$ cat src/rtl/one_wire_cmd_arbiter.sv
// Round-robin arbiter sharing the 1-wire command FIFO between two requesters.
// A granted requester streams one whole frame (12 + L bytes) into the FIFO.
// The grant is then held until the 1-wire side reports txn_done or a timeout expires.
module one_wire_cmd_arbiter #(
    parameter int unsigned FIFO_WIDTH     = 8,
    parameter int unsigned TIMEOUT_CYCLES = 50000,
    parameter int unsigned TMO_WIDTH      = 16
) (
    input  logic                    clk,
    input  logic                    rst,
    input  logic [1:0]              req,
    input  logic [2*FIFO_WIDTH-1:0] req_data,
    input  logic [1:0]              req_valid,
    output logic [1:0]              req_ready,
    output logic [1:0]              grant,
    input  logic                    fifo_full,
    output logic                    fifo_write_enable,
    output logic [FIFO_WIDTH-1:0]   fifo_write_data,
    input  logic                    txn_done,
    output logic                    busy,
    output logic                    timeout_err
);

    typedef enum logic [1:0] {StIdle, StHeader, StBody, StWaitDone} state_e;

    localparam logic [TMO_WIDTH-1:0] TmoLast = TMO_WIDTH'(TIMEOUT_CYCLES - 1);

    state_e               state_q, state_d;
    logic [1:0]           grant_q, grant_d;
    logic                 last_q, last_d;
    logic [6:0]           remaining_q, remaining_d;
    logic [TMO_WIDTH-1:0] tmo_q, tmo_d;
    logic                 timeout_err_q, timeout_err_d;

    logic                 xfer_phase;
    logic                 transfer;
    logic [5:0]           hdr_len;

    // Datapath: the granted requester's byte goes straight through to the FIFO.
    always_comb begin
        xfer_phase        = (state_q == StHeader) || (state_q == StBody);
        req_ready         = (xfer_phase && !fifo_full) ? grant_q : 2'b00;
        transfer          = |(req_ready & req_valid);
        fifo_write_enable = transfer;
        fifo_write_data   = grant_q[1] ? req_data[2*FIFO_WIDTH-1:FIFO_WIDTH]
                                       : req_data[FIFO_WIDTH-1:0];
        hdr_len           = fifo_write_data[7:2];
        grant             = grant_q;
        busy              = (state_q != StIdle);
        timeout_err       = timeout_err_q;
    end

    // Next-state: arbitration, frame byte counting and the WAIT_DONE timeout.
    always_comb begin
        state_d       = state_q;
        grant_d       = grant_q;
        last_d        = last_q;
        remaining_d   = remaining_q;
        tmo_d         = tmo_q;
        timeout_err_d = 1'b0;

        unique case (state_q)
            StIdle: begin
                case (req)
                    2'b01: begin
                        grant_d = 2'b01;
                        last_d  = 1'b0;
                        state_d = StHeader;
                    end
                    2'b10: begin
                        grant_d = 2'b10;
                        last_d  = 1'b1;
                        state_d = StHeader;
                    end
                    2'b11: begin
                        // Tie goes to whoever was not served last.
                        grant_d = last_q ? 2'b01 : 2'b10;
                        last_d  = !last_q;
                        state_d = StHeader;
                    end
                    default: ;
                endcase
            end
            StHeader: begin
                if (transfer) begin
                    // Header byte counted; 11 fixed bytes plus L payload remain.
                    remaining_d = 7'd11 + {1'b0, hdr_len};
                    state_d     = StBody;
                end
            end
            StBody: begin
                if (transfer) begin
                    remaining_d = remaining_q - 7'd1;
                    if (remaining_q == 7'd1) begin
                        tmo_d   = '0;
                        state_d = StWaitDone;
                    end
                end
            end
            StWaitDone: begin
                // Done wins over a simultaneous timeout.
                if (txn_done) begin
                    grant_d = 2'b00;
                    state_d = StIdle;
                end else if (tmo_q == TmoLast) begin
                    timeout_err_d = 1'b1;
                    grant_d       = 2'b00;
                    state_d       = StIdle;
                end else begin
                    tmo_d = tmo_q + TMO_WIDTH'(1);
                end
            end
            default: state_d = StIdle;
        endcase
    end

    // State registers with asynchronous active-high reset.
    always_ff @(posedge clk or posedge rst) begin
        if (rst) begin
            state_q       <= StIdle;
            grant_q       <= 2'b00;
            last_q        <= 1'b1;
            remaining_q   <= '0;
            tmo_q         <= '0;
            timeout_err_q <= 1'b0;
        end else begin
            state_q       <= state_d;
            grant_q       <= grant_d;
            last_q        <= last_d;
            remaining_q   <= remaining_d;
            tmo_q         <= tmo_d;
            timeout_err_q <= timeout_err_d;
        end
    end

endmodule

$ cat config.mk
export PLATFORM = sky130hd
export DESIGN_NAME = one_wire_cmd_arbiter
export DESIGN_NICKNAME = d
export VERILOG_FILES = /design/src/rtl/one_wire_cmd_arbiter.sv
export SDC_FILE = /design/constraint.sdc
export NUM_CORES = 1
export LEC_CHECK = 0
export CAP_MARGIN = 0
export CORE_MARGIN = 4
export CORE_UTILIZATION = 30
export CTS_CLUSTER_DIAMETER = 150
export CTS_CLUSTER_SIZE = 14
export DETAILED_ROUTE_END_ITERATION = 7
export HOLD_SLACK_MARGIN = 0.05
export SYNTH_ARGS = -nofsm -noshare
export SYNTH_HDL_FRONTEND = slang
export SYNTH_SLANG_ARGS = --single-unit
export TNS_END_PERCENT = 20
$ cat constraint.sdc
create_clock -name clk -period 5.7 [get_ports clk]
set_clock_uncertainty 0.1 [all_clocks]
set_input_delay 1.14 -clock clk [delete_from_list [all_inputs] [get_ports clk]]
set_output_delay 1.14 -clock clk [all_outputs]
set_load 0.01 [all_outputs]
==> impl_metrics.env, run 1 <==
export IMPL_crit_fanout=6
export IMPL_root_buffer="clkbuf_8"
export IMPL_die_w_um=89.49
export IMPL_firstDrtPassIters=4
export IMPL_wl_met3_um=322
export IMPL_maxSlewHeadroom=0.3381
export IMPL_required_ns=4.46
export IMPL_critPathArrivalTime_ns=2.80
export IMPL_die_area_um2=8008
export IMPL_setup_worst_path_start_class="input port"
export IMPL_synth_edf_count=0
export IMPL_antenna_cells=0
export IMPL_synth_simple_area_share=0.2111
export IMPL_dieHeight_um=89.49
export IMPL_path_clk_slew_ns=0.06
export IMPL_p_total_w=0.001031
export IMPL_drc=0
export IMPL_core_um2=6386
export IMPL_vdd_ir_drop_max_v=0.0001901
export IMPL_wl_per_cell_um=13.10
export IMPL_grt_start_max_net_pins=30
export IMPL_hold_path_class="reg2reg"
export IMPL_hold_buffers=0
export IMPL_portBuffers=38
export IMPL_drt_initial_drc_count=86
export IMPL_n_fill_cell=665
export IMPL_async_reset_ff_frac=1.000
export IMPL_power_leakage_nw=1.078
export IMPL_cts_setup_buffers=0
export IMPL_antenna_found_initial=0
export IMPL_cts_buffers=5
export IMPL_drive_above_1_share=0.07663
export IMPL_synthXorXnorAreaFrac=0.03957
export IMPL_nets=296
export IMPL_ant_nets=0
export IMPL_seq_area_frac_synth=0.3649
export IMPL_clk_path_buf_depth=2
export IMPL_synth_cells=221
export IMPL_synth_nets=257
export IMPL_grt_total_usage=0.1202
export IMPL_initial_core_util=0.3119
export IMPL_clk_latency_ns=0.28
export IMPL_tns_ns=0
export IMPL_postSynthAreaPerCell_um2=9.013
export IMPL_period_share=0.7094
export IMPL_finalCriticalPeriod_ns=4.044
export IMPL_met1_length_um=2086
export IMPL_h_tree_depth=2
export IMPL_slew_violations=0
export IMPL_synthFlopType="dfrtp_1"
export IMPL_grt_pass1_wl_um=7548
export IMPL_setup_viol=0
export IMPL_placed_cells=330
export IMPL_grt_pass1_vias=1697
export IMPL_syn_area_um2=1992
export IMPL_tightest_slew_ns=0.9799
export IMPL_power_density_nw_per_um2=406.0
export IMPL_overflow=0
export IMPL_ios=39
export IMPL_top_layer_used="met4"
export IMPL_hold_viol=0
export IMPL_r2r_slack_ns=2.76
export IMPL_post_dp_hpwl_um=3238
export IMPL_fmax_mhz=247.3
export IMPL_dr_wl_met2_um=1957
export IMPL_ys_ff_latch=29
export IMPL_area_growth_pct=27.45
export IMPL_yosysUniqueCellTypes=48
export IMPL_wl_um=4428
export IMPL_yosys_warnings=0
export IMPL_synth_adder_area_share=0.07538
export IMPL_vias_per_cell=5.065
export IMPL_maxCapViolations=0
export IMPL_postPlaceCellArea_um2=2449
export IMPL_finalHoldWorstSlack_ns=0.3913
export IMPL_via_count=1712
export IMPL_cts_repair_resized=0
export IMPL_cts_tree="built"
export IMPL_place_congestion=0.7520
export IMPL_criticalPathCategory="in2out"
export IMPL_cp_end_kind="output pin"
export IMPL_design_area_um2=2539
export IMPL_fp_row_count=29
export IMPL_clock_sinks=29
export IMPL_synth_compound_area_frac=0.2029
export IMPL_synth_top_family_by_area="simple AND/OR/NAND/NOR gates"
export IMPL_rsz0062_at_grt="false"
export IMPL_status="finished, final reports clean"
export IMPL_synth_area_mux_share=0.05842
export IMPL_instances_no_fill=338
where the power goes:
part	leakage [nW]	internal, W	switching (W)	total [W]
logic	0.656	0.000246	0.000285	0.000532
registers	0.377	0.000262	0.0000621	0.000324
clock network	0.0455	0.0000983	0.0000768	0.000175
layout by cell type, fill, tap and decap left out, types with 4 or more instances in the layout:
master	count
or3_1	9
inv_1	18
a21oi_1	12
mux2i_1	6
nand4_1	4
mux2_2	5
and2_1	4
xor2_1	6
and3_1	6
nor2_1	19
nor2b_1	4
dfrtp_1	28
clkbuf_8	6
ha_1	12
o211ai_1	5
o21ai_0	19
clkdlybuf4s50_1	38
nand2_1	12
nand2b_1	4
kinds of logic after synthesis:
group	after synthesis
flip-flops	29
buffers and inverters	25
multiplexers	11
adder cells (fa/ha/maj)	12
XOR/XNOR	9
AND/OR/NAND/NOR	77
AO/OA/AOI/OAI	58
critical path, stage by stage:
cell	delay, ns
clkdlybuf4s50_1	0.42
nand2b_1	0.20
nor2_1	0.41
clkdlybuf4s50_1	0.63
per-stage QoR:
step | util | setup WS, ns
finish | 0.3975 | 1.656
detailed placement | 0.3834 | 1.584
global placement | 0.3834 | 1.655
CTS | 0.3975 | 1.579
global route | 0.3975 | 1.563
floorplan | - | 2.805
Yosys cell counts (all sizes together) (2+ instances only):
cell type,n,share of area
nor2,19,0.036
mux2i,6,0.030
a21o,2,0.0075
inv,18,0.034
o211ai,5,0.019
ha,12,0.075
nor4b,2,0.0088
nor3,3,0.0075
buf,2,0.0044
nand2,12,0.023
nand3,2,0.0050
o311ai,2,0.0088
o2111ai,3,0.019
xor2,6,0.026
o21ai,20,0.050
nor2b,4,0.013
a22oi,3,0.011
a21oi,12,0.030
o31a,2,0.0094
xnor2,3,0.013
or3,10,0.034
clkbuf,5,0.0094
nand2b,4,0.013
and2,4,0.013
and3,6,0.019
a211oi,2,0.0075
mux2,5,0.028
nor3b,2,0.0075
o41ai,2,0.018
dfrtp,28,0.35
nand4,4,0.013
sequential cells by signal, summed over array words and instances (netlist names):
register and cells:
timeout_err 1, last_q 1, state_q 2, remaining_q 7
tmo_q 16, grant 2
path summary, 6_finish.rpt:
check | start | to | cells after the start
hold reg to reg | last_q | last_q | 2
max in group asynchronous | rst | last_q | 3
min in group asynchronous | rst | remaining_q[2] | 3
hold / removal | last_q | last_q | 2
setup / recovery | fifo_full | fifo_write_enable | 4
setup reg to reg | state_q[0] | tmo_q[14] | 7
per-layer routing:
layer,vias up,global-route usage
li1,879,-
met3,8,0.04608
met2,49,0.1842
met4,0,0.03518
met1,776,0.1575
met5,-,0
final cells by class:
type | instances | area, µm² | share of cell area
multi-input combinational | 167 | 1170 | 0.4608
sequential | 29 | 726.9 | 0.2863
timing repair buffer | 39 | 387.9 | 0.1528
tap | 77 | 96.34 | 0.03795
clock buffer | 8 | 90.09 | 0.03549
inverter | 18 | 67.56 | 0.02661
(Power assumes the default switching activity.)
==> run 2: changes to the inputs <==
Clock period 5.7 ns to 3.3 ns, I/O delays scaled along.
==> run 2 against run 1 <==
Cell count increased by 1.5%. Wire length grew 2.5%. Sequential share of layout area is 0.33 points lower. Die area unchanged. Clock power grew 64%. Count of clock-buffer cells in the layout down 2. Critical endpoint unchanged. Highest routed layer unchanged.
==> impl_metrics.env, run 2 (same netlist as run 1, synthesis figures left out) <==
export IMPL_place_congestion=0.7826
export IMPL_cts_repair_resized=0
export IMPL_r2r_cells=7
export IMPL_maxSlewHeadroom=0.5718
export IMPL_h_tree_depth=2
export IMPL_setup_worst_path_start_class="flop"
export IMPL_vias_per_cell=5.105
export IMPL_hold_viol=0
export IMPL_firstDrtPassIters=4
export IMPL_core_um2=6386
export IMPL_clk_latency_ns=0.28
export IMPL_maxCapViolations=0
export IMPL_area_growth_pct=28.96
export IMPL_drc=0
export IMPL_hold_end="last_q"
export IMPL_top_regs="tmo_q (16), remaining_q (7)"
export IMPL_finalCriticalPeriod_ns=2.878
export IMPL_dieHeight_um=89.49
export IMPL_fin_ws_ns=0.4217
export IMPL_post_dp_hpwl_um=3411
export IMPL_path_clk_slew_ns=0.07
export IMPL_root_buffer="clkbuf_8"
export IMPL_grt_start_max_net_pins=30
export IMPL_power_leakage_nw=1.102
export IMPL_die_w_um=89.49
export IMPL_via_count=1751
export IMPL_postPlaceCellArea_um2=2486
export IMPL_fp_row_count=29
export IMPL_ios=39
export IMPL_power_density_nw_per_um2=707.5
export IMPL_cts_tree="built"
export IMPL_overflow=0
export IMPL_fin_util=0.4022
export IMPL_multi_input_area_um2=1170
export IMPL_nets=301
export IMPL_die_area_um2=8008
export IMPL_wl_um=4538
export IMPL_drt_initial_drc_count=91
export IMPL_grt_total_usage=0.1240
export IMPL_antenna_cells=0
export IMPL_design_area_um2=2569
export IMPL_grt_pass1_vias=1665
export IMPL_holdPathStages=2
export IMPL_ant_nets=0
export IMPL_period_share=0.8722
export IMPL_slew_violations=0
export IMPL_r2r_end="tmo_q[15]"
export IMPL_final_cell_mix="38 x clkdlybuf4s50_1, 28 x dfrtp_1, 19 x nor2_1, 19 x o21ai_0, 18 x inv_1"
export IMPL_cp_end_kind="output pin"
export IMPL_clk_path_buf_depth=2
export IMPL_hold_buffers=0
export IMPL_initial_core_util=0.3119
export IMPL_tightest_slew_ns=0.6399
export IMPL_clock_sinks=29
export IMPL_cts_buffers=5
export IMPL_r2r_slack_ns=0.75
export IMPL_crit_fanout=6
export IMPL_n_fill_cell=668
export IMPL_criticalPathCategory="reg2out"
export IMPL_wl_per_cell_um=13.23
export IMPL_seq_area_um2=726.9
export IMPL_cts_setup_buffers=0
export IMPL_grt_pass1_wl_um=7762
export IMPL_largest_reg_flops=16
export IMPL_rsz0062_at_grt="false"
export IMPL_drive_above_1_share=0.09774
export IMPL_tns_ns=0
export IMPL_hp_start="last_q"
export IMPL_antenna_found_initial=0
export IMPL_required_ns=2.54
export IMPL_r2r_start="state_q[0]"
export IMPL_portBuffers=38
export IMPL_hold_path_class="reg2reg"
export IMPL_setup_viol=0
export IMPL_largest_register="tmo_q"
export IMPL_fmax_mhz=347.4
export IMPL_critPathArrivalTime_ns=2.12
export IMPL_status="finished, final reports clean"
export IMPL_final_common_cell="clkdlybuf4s50_1"
export IMPL_place_ws_ns=0.3873
export IMPL_vdd_ir_drop_max_v=0.0003262
[run 2: how the worst max path moves through the flow]
| stage | to | slack, ns | cells after the start | start |
|---|---|---|---|---|
| 2_1_floorplan | tmo_q[12] | 0.94 | 7 | state_q[0] |
| 3_5_place_dp | fifo_write_enable | 0.39 | 4 | fifo_full |
| 6_report | fifo_write_enable | 0.42 | 5 | state_q[0] |
| 3_3_place_gp | fifo_write_enable | 0.39 | 4 | fifo_full |
| 4_1_cts | fifo_write_enable | 0.37 | 5 | state_q[0] |
| 5_1_grt | fifo_write_enable | 0.25 | 5 | state_q[0] |
[run 2: routing by layer]
| metal | up-vias | routed length, µm | track usage |
|---|---|---|---|
| met5 | - | 0 | 0 |
| met4 | 0 | 80 | 0.03789 |
| met3 | 7 | 281 | 0.04055 |
| met2 | 49 | 1961 | 0.1869 |
| met1 | 805 | 2215 | 0.1688 |
| li1 | 890 | - | - |
[run 2: power breakdown]
part | internal [W] | switching (W) | leakage [nW]
Clock | 0.000146 | 0.000141 | 0.0450
Combinational | 0.000460 | 0.000512 | 0.680
Sequential | 0.000452 | 0.000107 | 0.377
Total | 0.00106 | 0.000759 | 1.10
[run 2: through the flow]
stage,total power [W],instances,hold slack [ns]
final,0.001817,343,0.3952
after global routing,0.001994,343,0.4262
after CTS,0.001836,343,0.3964
after detailed placement,0.001535,335,0.3939
after global placement,0.001522,335,0.3724
after floorplan,0.001203,221,0.3588
[run 2: cell type report]
cell class	instances	area share
Sequential cell	29	0.2830
Multi-Input combinational cell	167	0.4554
Timing Repair Buffer	44	0.1656
Tap cell	77	0.03751
Inverter	18	0.02630
Clock buffer	6	0.02825
Clock inverter	2	0.003897
[run 2: critical path, cell delays in order (launching register included)]
cell	delay [ns]
dfrtp_1	0.39
inv_1	0.10
ha_1	0.39
nand2b_1	0.14
nor2_1	0.24
clkdlybuf4s50_1	0.59
==> run 3: changes to the inputs <==
Settings changed: CTS_BUF_LIST set to sky130_fd_sc_hd__clkbuf_2 sky130_fd_sc_hd__clkbuf_4 sky130_fd_sc_hd__clkbuf_8.
==> run 3 against run 2 <==
Global-route usage did not move. Clock power is 3% higher. Critical endpoint unchanged. Wire length unchanged. Die area did not move. Worst hold slack about the same. Critical path type unchanged.
==> impl_metrics.env, run 3 (same netlist as run 1, synthesis figures left out) <==
export IMPL_hold_viol=0
export IMPL_post_dp_hpwl_um=3411
export IMPL_clock_sinks=29
export IMPL_drive_above_1_share=0.1015
export IMPL_status="finished, final reports clean"
export IMPL_finalHoldWorstSlack_ns=0.3952
export IMPL_crit_chain="inv_1, ha_1, nand2b_1, nor2_1, clkdlybuf4s50_1"
export IMPL_die_area_um2=8008
export IMPL_cts_setup_buffers=0
export IMPL_placed_cells=335
export IMPL_power_leakage_nw=1.105
export IMPL_ios=39
export IMPL_required_ns=2.54
export IMPL_core_um2=6386
export IMPL_final_cell_mix="38 x clkdlybuf4s50_1, 28 x dfrtp_1, 19 x nor2_1, 19 x o21ai_0, 18 x inv_1"
export IMPL_tns_ns=0
export IMPL_die_w_um=89.49
export IMPL_hold_path_class="reg2reg"
export IMPL_area_growth_pct=29.15
export IMPL_cp_end_kind="output pin"
export IMPL_clk_latency_ns=0.28
export IMPL_crit_fanout=6
export IMPL_clk_path_buf_depth=2
export IMPL_setup_worst_path_start_class="flop"
export IMPL_critPathArrivalTime_ns=2.12
export IMPL_largest_reg_flops=16
export IMPL_grt_pass1_vias=1665
export IMPL_dieHeight_um=89.49
export IMPL_wl_um=4538
export IMPL_fin_ws_ns=0.4216
export IMPL_maxSlewHeadroom=0.5718
export IMPL_path_clk_slew_ns=0.07
export IMPL_initial_core_util=0.3119
export IMPL_cts_repair_resized=0
export IMPL_period_share=0.8723
export IMPL_wl_per_cell_um=13.23
export IMPL_h_tree_depth=2
export IMPL_nets=301
export IMPL_finalCriticalPeriod_ns=2.878
export IMPL_setup_viol=0
export IMPL_crit_slowest_cell="clkdlybuf4s50_1"
export IMPL_fp_row_count=29
export IMPL_vdd_ir_drop_max_v=0.0003262
export IMPL_antenna_cells=0
export IMPL_drt_initial_drc_count=91
export IMPL_portBuffers=38
export IMPL_root_buffer="clkbuf_8"
export IMPL_power_density_nw_per_um2=709.7
export IMPL_drc=0
export IMPL_antenna_found_initial=0
export IMPL_criticalPathCategory="reg2out"
export IMPL_final_common_cell="clkdlybuf4s50_1"
export IMPL_maxCapViolations=0
export IMPL_cpPeakStageDelay_ns=0.59
export IMPL_rsz0062_at_grt="false"
export IMPL_place_congestion=0.7826
export IMPL_overflow=0
export IMPL_n_fill_cell=668
export IMPL_tightest_slew_ns=0.6399
export IMPL_hold_buffers=0
export IMPL_place_ws_ns=0.3873
export IMPL_vias_per_cell=5.105
export IMPL_cts_buffers=5
export IMPL_slew_violations=0
export IMPL_top_regs="tmo_q (16), remaining_q (7)"
export IMPL_largest_register="tmo_q"
export IMPL_instances_no_fill=343
export IMPL_grt_pass1_wl_um=7762
export IMPL_ant_nets=0
export IMPL_cts_tree="built"
export IMPL_via_count=1751
export IMPL_grt_total_usage=0.1240
export IMPL_fmax_mhz=347.4
export IMPL_firstDrtPassIters=4
export IMPL_grt_start_max_net_pins=30
run 3: layer usage:
layer / GRT usage / vias up / part of all wire
met5: 0 / - / 0
met4: 0.03789 / 0 / 0.018
met3: 0.04055 / 7 / 0.062
met2: 0.1869 / 49 / 0.43
met1: 0.1688 / 805 / 0.49
li1: - / 890 / -
run 3: stage by stage:
step / cell area (µm²) / util / power (W)
after floorplan: 1992 / - / 0.001203
after global placement: 2486 / 0.3893 / 0.001522
after detailed placement: 2486 / 0.3893 / 0.001535
after CTS: 2572 / 0.4028 / 0.001844
after global routing: 2572 / 0.4028 / 0.002002
final: 2572 / 0.4028 / 0.001826
run 3: critical path, delay by kind of cell (launching register included):
| family | cells | cell delay [ns] |
|---|---|---|
| buffers and inverters | 2 | 0.69 |
| AND/OR/NAND/NOR | 2 | 0.38 |
| flip-flops | 1 | 0.39 |
| adder cells (fa/ha/maj) | 1 | 0.39 |
run 3: final timing paths:
| kind | startpoint | to | slack (ns) | depth (start not counted) |
|---|---|---|---|---|
| min | last_q | last_q | 0.40 | 2 |
| max | state_q[0] | fifo_write_enable | 0.42 | 5 |
| max in group asynchronous | rst | last_q | 2.13 | 3 |
| max reg2reg | state_q[0] | tmo_q[15] | 0.75 | 7 |
| min in group asynchronous | rst | tmo_q[10] | 0.65 | 3 |
| min reg2reg | last_q | last_q | 0.40 | 2 |
run 3: where the power goes:
group	internal [W]	switching [W]	total, W	leakage, nW
combinational	0.000460	0.000512	0.000971	0.680
sequential	0.000452	0.000107	0.000559	0.377
clock	0.000154	0.000141	0.000295	0.0484
total	0.00107	0.000759	0.00183	1.11
run 3: final cells by class:
cell class / instances / area [µm²] / area share
timing repair buffer: 44 / 425.4 / 0.1654
inverter: 18 / 67.56 / 0.02626
tap: 77 / 96.34 / 0.03745
clock inverter: 2 / 10.01 / 0.003891
multi-input combinational: 167 / 1170 / 0.4548
clock buffer: 6 / 76.32 / 0.02967
sequential: 29 / 726.9 / 0.2826
